**src/rtl/freq_frame_packer.sv**
```systemverilog
`timescale 1ns/1ps
`default_nettype none
// ============================================================================
// Module   : freq_frame_packer
// Purpose  : Packs each frequency-measurement result into a fixed frame
//            (HEADER, seq, count bytes MSB-first, XOR checksum) and streams
//            it one byte at a time to the SPI byte transmitter over a
//            send/done/ack handshake. A one-deep pending buffer absorbs a
//            measurement arriving mid-frame; overrun and per-byte timeout
//            are reported through sticky flags.
// Ports    : clk, rst (async, active-low)
//            meas_valid_i / meas_count_i : measurement strobe and value
//            clr_err_i                   : clears overrun_o / timeout_err_o
//            tx_send_o / tx_data_o       : byte request and data to the TX
//            tx_done_i / tx_ack_o        : TX done level / ack back to TX
//            frame_busy_o / frame_done_o : frame in progress / end pulse
//            overrun_o / timeout_err_o   : sticky error flags
// Revision : 1.0 - initial release
// ============================================================================
module freq_frame_packer #(
  parameter int         NBYTES  = 4,
  parameter logic [7:0] HEADER  = 8'hA5,
  parameter int         TIMEOUT = 1000000
) (
  input  logic                  clk,
  input  logic                  rst,
  input  logic                  meas_valid_i,
  input  logic [8*NBYTES-1:0]   meas_count_i,
  input  logic                  clr_err_i,
  output logic                  tx_send_o,
  output logic [7:0]            tx_data_o,
  input  logic                  tx_done_i,
  output logic                  tx_ack_o,
  output logic                  frame_busy_o,
  output logic                  frame_done_o,
  output logic                  overrun_o,
  output logic                  timeout_err_o
);

  // Stored frame bytes: seq, NBYTES count bytes, checksum (header is constant)
  localparam int NFB = NBYTES + 2;
  localparam int IW  = $clog2(NBYTES + 3);

  localparam logic [IW-1:0] C_LAST_IDX = IW'(NBYTES + 2);
  localparam logic [23:0]   C_TMO_LAST = 24'(TIMEOUT - 1);

  localparam logic [2:0] S_IDLE  = 3'd0;
  localparam logic [2:0] S_LOAD  = 3'd1;
  localparam logic [2:0] S_SEND  = 3'd2;
  localparam logic [2:0] S_ACK   = 3'd3;
  localparam logic [2:0] S_END   = 3'd4;
  localparam logic [2:0] S_ABORT = 3'd5;

  logic [2:0]          state_q, state_d;
  logic [IW-1:0]       idx_q, idx_d;
  logic [23:0]         tmo_q, tmo_d;
  logic [7:0]          seq_q;
  logic [8*NBYTES-1:0] shadow_q, shadow_d;
  logic [8*NBYTES-1:0] pend_q, pend_d;
  logic                pend_full_q, pend_full_d;
  logic                overrun_q, overrun_d;
  logic                terr_q, terr_d;
  logic [7:0]          frame_q [NFB];
  logic                tx_send_q, tx_ack_q, busy_q, done_q;
  logic [7:0]          tx_data_q;

  logic [7:0]          w_cnt_bytes [NBYTES];
  logic [7:0]          w_chk;
  logic [7:0]          w_next_byte;
  logic [IW-1:0]       w_fidx;
  logic                w_take_pend;
  logic                w_direct;

  // Count bytes in transmit order, MSB first
  for (genvar k = 0; k < NBYTES; k++) begin : g_count_bytes
    assign w_cnt_bytes[k] = shadow_q[8*(NBYTES-k)-1 -: 8];
  end

  always_comb begin
    w_chk = seq_q;
    for (int k = 0; k < NBYTES; k++) begin
      w_chk = w_chk ^ w_cnt_bytes[k];
    end
  end

  // Byte presented on the next SEND entry; index 0 is always the header,
  // which also avoids reading frame_q in the cycle it is being loaded.
  assign w_fidx      = idx_d - 1'b1;
  assign w_next_byte = (idx_d == '0) ? HEADER : frame_q[w_fidx];

  always_comb begin
    state_d     = state_q;
    idx_d       = idx_q;
    tmo_d       = '0;
    shadow_d    = shadow_q;
    pend_d      = pend_q;
    pend_full_d = pend_full_q;
    overrun_d   = overrun_q & ~clr_err_i;
    terr_d      = terr_q & ~clr_err_i;
    w_take_pend = 1'b0;
    w_direct    = 1'b0;

    case (state_q)
      S_IDLE: begin
        // A pending value can be left over after an aborted frame
        if (pend_full_q) begin
          w_take_pend = 1'b1;
          state_d     = S_LOAD;
        end else if (meas_valid_i) begin
          w_direct = 1'b1;
          state_d  = S_LOAD;
        end
      end
      S_LOAD: begin
        idx_d   = '0;
        state_d = S_SEND;
      end
      S_SEND: begin
        if (tx_done_i) begin
          state_d = S_ACK;
        end else if (tmo_q == C_TMO_LAST) begin
          state_d = S_ABORT;
          terr_d  = 1'b1;
        end else begin
          tmo_d = tmo_q + 24'd1;
        end
      end
      S_ACK: begin
        if (!tx_done_i) begin
          if (idx_q == C_LAST_IDX) begin
            state_d = S_END;
          end else begin
            idx_d   = idx_q + 1'b1;
            state_d = S_SEND;
          end
        end
      end
      S_END: begin
        if (pend_full_q) begin
          w_take_pend = 1'b1;
          state_d     = S_LOAD;
        end else begin
          state_d = S_IDLE;
        end
      end
      S_ABORT: begin
        state_d = S_IDLE;
      end
      default: begin
        state_d = S_IDLE;
      end
    endcase

    if (w_take_pend) begin
      shadow_d    = pend_q;
      pend_full_d = 1'b0;
    end

    // A strobe either goes straight to the shadow (idle, nothing pending) or
    // into the pending slot; it only overruns if the old pending value is
    // not being moved out in this same cycle.
    if (w_direct) begin
      shadow_d = meas_count_i;
    end else if (meas_valid_i) begin
      pend_d      = meas_count_i;
      pend_full_d = 1'b1;
      if (pend_full_q && !w_take_pend) begin
        overrun_d = 1'b1;
      end
    end
  end

  always_ff @(posedge clk or negedge rst) begin
    if (!rst) begin
      state_q     <= S_IDLE;
      idx_q       <= '0;
      tmo_q       <= '0;
      shadow_q    <= '0;
      pend_q      <= '0;
      pend_full_q <= 1'b0;
      overrun_q   <= 1'b0;
      terr_q      <= 1'b0;
      tx_send_q   <= 1'b0;
      tx_ack_q    <= 1'b0;
      busy_q      <= 1'b0;
      done_q      <= 1'b0;
      tx_data_q   <= '0;
    end else begin
      state_q     <= state_d;
      idx_q       <= idx_d;
      tmo_q       <= tmo_d;
      shadow_q    <= shadow_d;
      pend_q      <= pend_d;
      pend_full_q <= pend_full_d;
      overrun_q   <= overrun_d;
      terr_q      <= terr_d;
      // Handshake outputs are registered from the next state so they line
      // up exactly with the state they belong to, free of decode glitches.
      tx_send_q   <= (state_d == S_SEND);
      tx_ack_q    <= (state_d == S_ACK) || (state_d == S_ABORT);
      busy_q      <= (state_d == S_LOAD) || (state_d == S_SEND) || (state_d == S_ACK);
      done_q      <= (state_d == S_END) || (state_d == S_ABORT);
      if (state_d == S_SEND) begin
        tx_data_q <= w_next_byte;
      end
    end
  end

  // Frame snapshot and sequence number; seq of an aborted frame stays used
  always_ff @(posedge clk or negedge rst) begin
    if (!rst) begin
      seq_q <= '0;
      for (int k = 0; k < NFB; k++) begin
        frame_q[k] <= '0;
      end
    end else if (state_q == S_LOAD) begin
      seq_q      <= seq_q + 8'd1;
      frame_q[0] <= seq_q;
      for (int k = 0; k < NBYTES; k++) begin
        frame_q[k+1] <= w_cnt_bytes[k];
      end
      frame_q[NFB-1] <= w_chk;
    end
  end

  assign tx_send_o     = tx_send_q;
  assign tx_data_o     = tx_data_q;
  assign tx_ack_o      = tx_ack_q;
  assign frame_busy_o  = busy_q;
  assign frame_done_o  = done_q;
  assign overrun_o     = overrun_q;
  assign timeout_err_o = terr_q;

endmodule
`default_nettype wire
```
**config.mk**
```make
export PLATFORM = sky130hd
export DESIGN_NAME = freq_frame_packer
export DESIGN_NICKNAME = d
export VERILOG_FILES = /design/src/rtl/freq_frame_packer.sv
export SDC_FILE = /design/constraint.sdc
export NUM_CORES = 1
export LEC_CHECK = 0
export CORE_AREA = 2 2 117 119
export CTS_CLUSTER_DIAMETER = 100
export CTS_CLUSTER_SIZE = 28
export DETAILED_ROUTE_END_ITERATION = 10
export DIE_AREA = 0 0 119 121
export GPL_ROUTABILITY_DRIVEN = 0
export HOLD_SLACK_MARGIN = 0.05
export PLACE_DENSITY = 0.78
export SETUP_SLACK_MARGIN = 0.02
export SYNTH_ARGS = -nofsm -noshare
export SYNTH_HDL_FRONTEND = slang
export SYNTH_SLANG_ARGS = --single-unit
```
**constraint.sdc**
```tcl
create_clock -name clk -period 4.8 [get_ports clk]
set_input_delay 0.96 -clock clk [delete_from_list [all_inputs] [get_ports clk]]
set_output_delay 0.96 -clock clk [all_outputs]
set_load 0.02 [all_outputs]
```
==> impl_metrics.tcl, run 1 <==
set metrics [dict create \
    yosys.cell_types.count 55 \
    busiest_layer "met2" \
    end_kind "register" \
    cts_num_sinks 165 \
    layout_setup_ws_ns 0.790 \
    ctsRootBufferMaster "clkbuf_16" \
    yosysSeqAreaShare_pct 54.7 \
    status "completed" \
    use_met1_pct 31.6 \
    initial_core_util_pct 57.7 \
    core_sq_um 13100 \
    setup_viol 0 \
    synth.area.mux_share_pct 6.48 \
    hold_path_end "frame_q[39]$_DFFE_PN0P_" \
    cts_buffers 17 \
    netlist_area_sq_um 7550 \
    p_per_area_nw_per_um2 597 \
    io_pins 51 \
    worst_pin_slew_ns 0.975 \
    critical_path_required_ns 5.12 \
    path_class "input pin to register" \
    r2r_cells 12 \
    drtIter0Drc 463 \
    r2r_end "tx_data_o[7]$_DFFE_PN0P_" \
    post_drt_wl_per_cell_um 16.5 \
    track_usage_pct 24.8 \
    hold_class "register to register" \
    htree_levels 4 \
    synth_seq_cells 165 \
    antenna_left 0 \
    max_slew_margin_pct 35.0 \
    cp_max_fo 13 \
    async_flop_share_pct 100 \
    antenna_found_initial 0 \
    startpoint_type "input pin" \
    holdPathStages 2 \
    grt_pass1_vias 5721 \
    netlist_instances 766 \
    syn_area_per_cell_sq_um 9.86 \
    reg2reg_from "idx_q[0]$_DFF_PN0_" \
    rsz0062_at_grt "no" \
    cts_resized 0 \
    synth_compound_area_share_pct 11.4 \
    finalSetupTns_ns 0 \
    drc_errors 0 \
    yosys.area_share.simple_pct 16.8 \
    crit_chain "clkdlybuf4s50_1 -> a21oi_1 -> and2_1 -> o22ai_1 -> buf_4 -> ha_1 -> ha_1 -> mux2_2 -> a221oi_1 -> o21ai_0 -> o22a_1" \
    cp.arrival_ns 4.33 \
    synthXorXnorAreaFrac_pct 6.84 \
    timing.fmax_mhz 249 \
    die_x_um 119 \
    die_y_um 121 \
    rows 42 \
    p_leak_nw 3.93 \
    fin_util_pct 67.4 \
    hpwl_um 11200 \
    drv_cap 0 \
    dieArea_sq_um 14400 \
    cts.clk_slew.worst_paths_ns 0.07 \
    cpPeakStageDelay_ns 0.58 \
    use_met2_pct 40.3 \
    syn_nets 809 \
    period_needed_ns 4.01 \
    area_growth_pct 16.8 \
    timing.critical_path.mode_cell "ha_1" \
    via_count 5680 \
    hold_start "frame_q[39]$_DFFE_PN0P_" \
    rrSetupSlack_ns 0.81 \
    period_share_pct 83.5 \
    grt_start_max_net_pins 112 \
    cts-hold-fix-buffers 0 \
    drt-pass1-iter-count 5 \
    slew_viol_final 0 \
    hold_violations 0 \
    ys.flop_type "dfrtp_1" \
    drive_above_1_share_pct 11.3 \
    worst_path_max_delay_cell "ha_1" \
    numPortBuffers 50 \
    grt.overflow.total 0 \
    dp_slack_ns 0.521 \
    postRouteWirelength_um 16500 \
    synth_top_family_by_area "simple AND/OR/NAND/NOR gates" \
    grt_first_pass_wirelength_um 28200 \
    yosysWarnings 0 \
    viasPerCell 5.70 \
    grt.met3_usage_pct 5.59 \
    skew_ns 0.0103 \
    cts_max_path_buffers 2 \
    synth_edf_count 0 \
    ir_worst_vdd_uv 377 \
    post-cts-setup-buffers 0 \
    nets 851 \
    insertion_delay_ns 0.43 \
    cts_tree "done" \
    synthAdderAreaFrac_pct 0.994 \
    antennaDiodeCount 0 \
]
-- worst max path at each step --
stage	from	end	depth (start not counted)
2_1_floorplan	idx_q[0]$_DFF_PN0_	tx_data_o[3]$_DFFE_PN0P_	16
3_3_place_gp	tx_done_i	tx_data_o[1]$_DFFE_PN0P_	14
3_5_place_dp	tx_done_i	tx_data_o[1]$_DFFE_PN0P_	14
4_1_cts	tx_done_i	tx_data_o[1]$_DFFE_PN0P_	14
5_1_grt	idx_q[0]$_DFF_PN0_	tx_data_o[4]$_DFFE_PN0P_	15
6_report	tx_done_i	tx_data_o[7]$_DFFE_PN0P_	11
-- report_power, final --
part           internal [mW]  switching [mW]  leakage, nW
sequential              1.77           0.372         2.12
combinational          0.781           0.985         1.52
clock                  0.779           0.588        0.287
-- cell usage in the layout (no fill, tap or decap), drive strengths merged, types with 2 or more instances in the layout --
master | netlist | final
clkdlybuf4s50 | 0 | 49
o21ai | 56 | 56
mux2 | 39 | 39
o211ai | 2 | 2
or3 | 6 | 6
o22a | 2 | 2
o21a | 2 | 2
a22o | 3 | 3
nand4 | 7 | 7
and3 | 4 | 4
a21oi | 9 | 9
ha | 6 | 6
clkbuf | 26 | 17
a31oi | 8 | 8
clkinv | 1 | 6
xor2 | 18 | 18
nor2 | 52 | 52
nand3 | 21 | 21
nand2 | 184 | 184
nand2b | 2 | 2
nor3 | 7 | 7
bufinv | 0 | 2
mux2i | 5 | 5
o2111ai | 3 | 3
inv | 21 | 27
o311ai | 2 | 2
nor2b | 2 | 2
dfrtp | 165 | 165
buf | 9 | 9
a221oi | 3 | 3
clkinvlp | 0 | 2
or4 | 2 | 2
o22ai | 35 | 35
xnor2 | 41 | 41
and4 | 2 | 2
a211oi | 3 | 3
or2 | 3 | 3
-- per-layer routing --
layer | wire (um) | vias to the layer above
met5 | 0 | -
met4 | 588 | 0
met3 | 914 | 40
met2 | 8080 | 195
met1 | 6890 | 2739
li1 | - | 2706
-- worst max-delay path, delay by kind of cell --
| kind | cells | cell delay [ns] |
|---|---|---|
| buf+inv | 2 | 0.67 |
| simple gates | 1 | 0.28 |
| compound gates | 5 | 1.24 |
| mux | 1 | 0.40 |
| fa+ha+maj | 2 | 0.79 |
-- registers in the layout, summed over array words and instances (netlist names), 3 cells and up --
signal	cells
tx_data_o	8
pend_q	32
tmo_q	24
state_q	3
frame_q	48
shadow_q	32
seq_q	8
idx_q	3
-- Yosys cell counts (2+ instances only) --
| cell type | count | share of area, % |
|---|---|---|
| xnor2_1 | 41 | 4.8 |
| nand4_1 | 6 | 0.50 |
| o2111ai_1 | 3 | 0.35 |
| o22ai_1 | 35 | 2.9 |
| or2_2 | 2 | 0.17 |
| o311ai_0 | 2 | 0.23 |
| or3_1 | 6 | 0.50 |
| o22a_1 | 2 | 0.23 |
| nor2_1 | 52 | 2.6 |
| a21oi_1 | 9 | 0.60 |
| buf_1 | 7 | 0.35 |
| mux2i_1 | 5 | 0.66 |
| and4_1 | 2 | 0.23 |
| clkbuf_1 | 26 | 1.3 |
| buf_2 | 2 | 0.13 |
| o21ai_0 | 56 | 3.7 |
| nor2b_1 | 2 | 0.17 |
| inv_2 | 2 | 0.099 |
| and3_1 | 4 | 0.33 |
| dfrtp_1 | 165 | 55 |
| a31oi_1 | 8 | 0.66 |
| nand2_1 | 184 | 9.1 |
| o211ai_1 | 2 | 0.20 |
| nand3_1 | 21 | 1.4 |
| nand2b_1 | 2 | 0.17 |
| inv_1 | 19 | 0.94 |
| ha_1 | 6 | 0.99 |
| o21a_1 | 2 | 0.20 |
| xor2_1 | 18 | 2.1 |
| a211oi_1 | 3 | 0.30 |
| mux2_2 | 39 | 5.8 |
| a221oi_1 | 3 | 0.35 |
| a22o_1 | 3 | 0.35 |
| nor3_1 | 6 | 0.40 |
-- final cells by class --
class	instances	area [sq um]
Fill cell	997	4260
Clock buffer	17	425
Sequential cell	165	4130
Clock inverter	15	170
Tap cell	176	220
Multi-Input combinational cell	544	3220
Timing Repair Buffer	58	574
Inverter	22	82.6
-- through the flow --
| step | area [sq um] | instances | power (mW) | hold slack, ns |
|---|---|---|---|---|
| after CTS | 8820 | 997 | 5.27 | 0.482 |
| after detailed placement | 8230 | 965 | 3.88 | 0.465 |
| after global placement | 8230 | 965 | 3.78 | 0.459 |
| after global routing | 8820 | 997 | 5.59 | 0.512 |
| final | 8820 | 997 | 5.27 | 0.485 |
| after floorplan | 7550 | 766 | 3.33 | 0.438 |
-- logic make-up (layout without fill, tap and decap cells) --
logic type,count (synthesis),count (layout)
xor gates and xnor gates,59,59
and+or+nand+nor,296,296
adders and majority gates,6,6
DFF,165,165
AOI/OAI and AO/OA,139,139
muxes,44,44
buffers and inverters,57,112
No activity file was read; power rests on OpenSTA's default activity.
==> inputs of run 2 (changes only) <==
==> constraint.sdc (replaced) <==
create_clock -name clk -period 4 [get_ports clk]
set_input_delay 0.8 -clock clk [delete_from_list [all_inputs] [get_ports clk]]
set_output_delay 0.8 -clock clk [all_outputs]
set_load 0.02 [all_outputs]
==> run 2 against run 1 <==
First-iteration DRC count shrank 7.1%. Critical endpoint is now tx_data_o[4]$_DFFE_PN0P_. Design area grew 0.31%. Via count is 0.30% lower. Sequential power rose by 20%.
==> impl_metrics.tcl, run 2 (same netlist as run 1, synthesis figures left out) <==
set metrics [dict create \
    die_x_um 119 \
    hpwl_um 11100 \
    timing.fmax_mhz 298 \
    finalPower_mw 6.31 \
    startpoint "idx_q[0]$_DFF_PN0_" \
    p_leak_nw 3.96 \
    cpPeakStageDelay_ns 0.57 \
    viasPerCell 5.66 \
    grt_first_pass_wirelength_um 27600 \
    worst_path_max_delay_cell "dfrtp_1" \
    drt-pass1-iter-count 5 \
    area_growth_pct 17.2 \
    skew_ns 0.00808 \
    antenna_found_initial 0 \
    cts-hold-fix-buffers 0 \
    p_per_area_nw_per_um2 713 \
    path_class "register to register" \
    end_kind "register" \
    r2r_cells 14 \
    cts_max_path_buffers 2 \
    path_buf_inv 3 \
    io_pins 51 \
    ctsRootBufferMaster "clkbuf_16" \
    max_slew_margin_pct 48.7 \
    slew_viol_final 0 \
    drc_errors 0 \
    cts_tree "done" \
    cp.arrival_ns 3.72 \
    antenna_left 0 \
    worst_pin_slew_ns 0.768 \
    dieArea_sq_um 14400 \
    critical_path_required_ns 4.37 \
    drive_above_1_share_pct 11.6 \
    cts_num_sinks 165 \
    setup_viol 0 \
    track_usage_pct 24.3 \
    startpoint_type "register" \
    numPortBuffers 50 \
    grt_start_max_net_pins 84 \
    rsz0062_at_grt "no" \
    regMostFlops "frame_q" \
    grt_pass1_vias 5646 \
    insertion_delay_ns 0.43 \
    timing.critical_path.mode_cell "ha_1" \
    drv_cap 0 \
    fin_util_pct 67.7 \
    hold_class "input pin to async pin" \
    initial_core_util_pct 57.7 \
    cpLargestDelayFamily "adder cells" \
    endpoint "tx_data_o[4]$_DFFE_PN0P_" \
    nets 855 \
    status "completed" \
    layout_common_cells "nand2_1 (184), dfrtp_1 (165), o21ai_0 (55), nor2_1 (51), clkdlybuf4s50_1 (49)" \
    post_drt_wl_per_cell_um 16.2 \
    cts.clk_slew.worst_paths_ns 0.06 \
    post-cts-setup-buffers 0 \
    r2r_end "tx_data_o[4]$_DFFE_PN0P_" \
    grt.overflow.total 0 \
    die_y_um 121 \
    drtIter0Drc 430 \
    htree_levels 4 \
    cp_max_fo 14 \
    crit_chain "inv_1 -> ha_1 -> a21oi_1 -> and2_1 -> o22ai_1 -> ha_1 -> ha_1 -> inv_1 -> nor2_1 -> buf_4 -> nand2_1 -> mux2_2 -> o311ai_0 -> a22o_1" \
    via_count 5663 \
    period_needed_ns 3.35 \
    cp.depth 14 \
    postRouteWirelength_um 16200 \
    antennaDiodeCount 0 \
    final_common_cell "nand2_1" \
    finalSetupTns_ns 0 \
    core_sq_um 13100 \
    reg2reg_from "idx_q[0]$_DFF_PN0_" \
    largest_register_ffs 48 \
    top_regs "frame_q: 48 flops, pend_q: 32 flops, shadow_q: 32 flops" \
    ir_worst_vdd_uv 461 \
    rrSetupSlack_ns 0.65 \
    cts_buffers 17 \
    hold_violations 0 \
    period_share_pct 83.8 \
    rows 42 \
    cts_resized 0 \
]
[run 2: cell types whose count changed in the layout (fill, tap and decap cells not counted)]
cell        before  now
buf_4            7   11
inv_6            5    1
clkbuf_1         0    1
clkbuf_8         0    1
clkinv_4         4    5
clkinv_2         1    3
clkinvlp_4       2    0
inv_8            1    2
[run 2: cell type report]
cell class,instances,area (sq um)
clock buffers,19,443
clock inverters,13,150
fillers,983,4230
inverters,22,82.6
multi-input cells,544,3220
flip-flops and latches,165,4130
well taps,176,220
repair buffers,62,604
[run 2: worst min path at each step]
stage / endpoint / startpoint / cells after the start
global route: tmo_q[3]$_DFF_PN0_ / rst / 1
floorplan: frame_q[16]$_DFFE_PN0P_ / frame_q[16]$_DFFE_PN0P_ / 2
finish: frame_done_o$_DFF_PN0_ / rst / 1
global placement: frame_q[46]$_DFFE_PN0P_ / frame_q[46]$_DFFE_PN0P_ / 2
detailed placement: frame_q[46]$_DFFE_PN0P_ / frame_q[46]$_DFFE_PN0P_ / 2
CTS: tmo_q[9]$_DFF_PN0_ / rst / 1
[run 2: where the power goes]
group	internal, mW	switching (mW)
logic	0.954	1.17
registers	2.12	0.438
clock network	0.947	0.685
total	4.02	2.29
[run 2: per-layer routing]
metal	share of wire, %	global-route usage, %
met1	43	31.3
met2	49	39.4
met3	4.1	5.83
met4	3.4	10.9
met5	0	0
[run 2: metrics by stage]
step	cell area, sq um	hold slack [ns]	instances	worst slack, ns
finish	8850	0.303	1001	0.649
global route	8850	0.341	1001	0.407
CTS	8850	0.317	1001	0.723
detailed placement	8260	0.464	969	0.427
global placement	8260	0.459	969	0.546
floorplan	7550	0.438	766	0.546
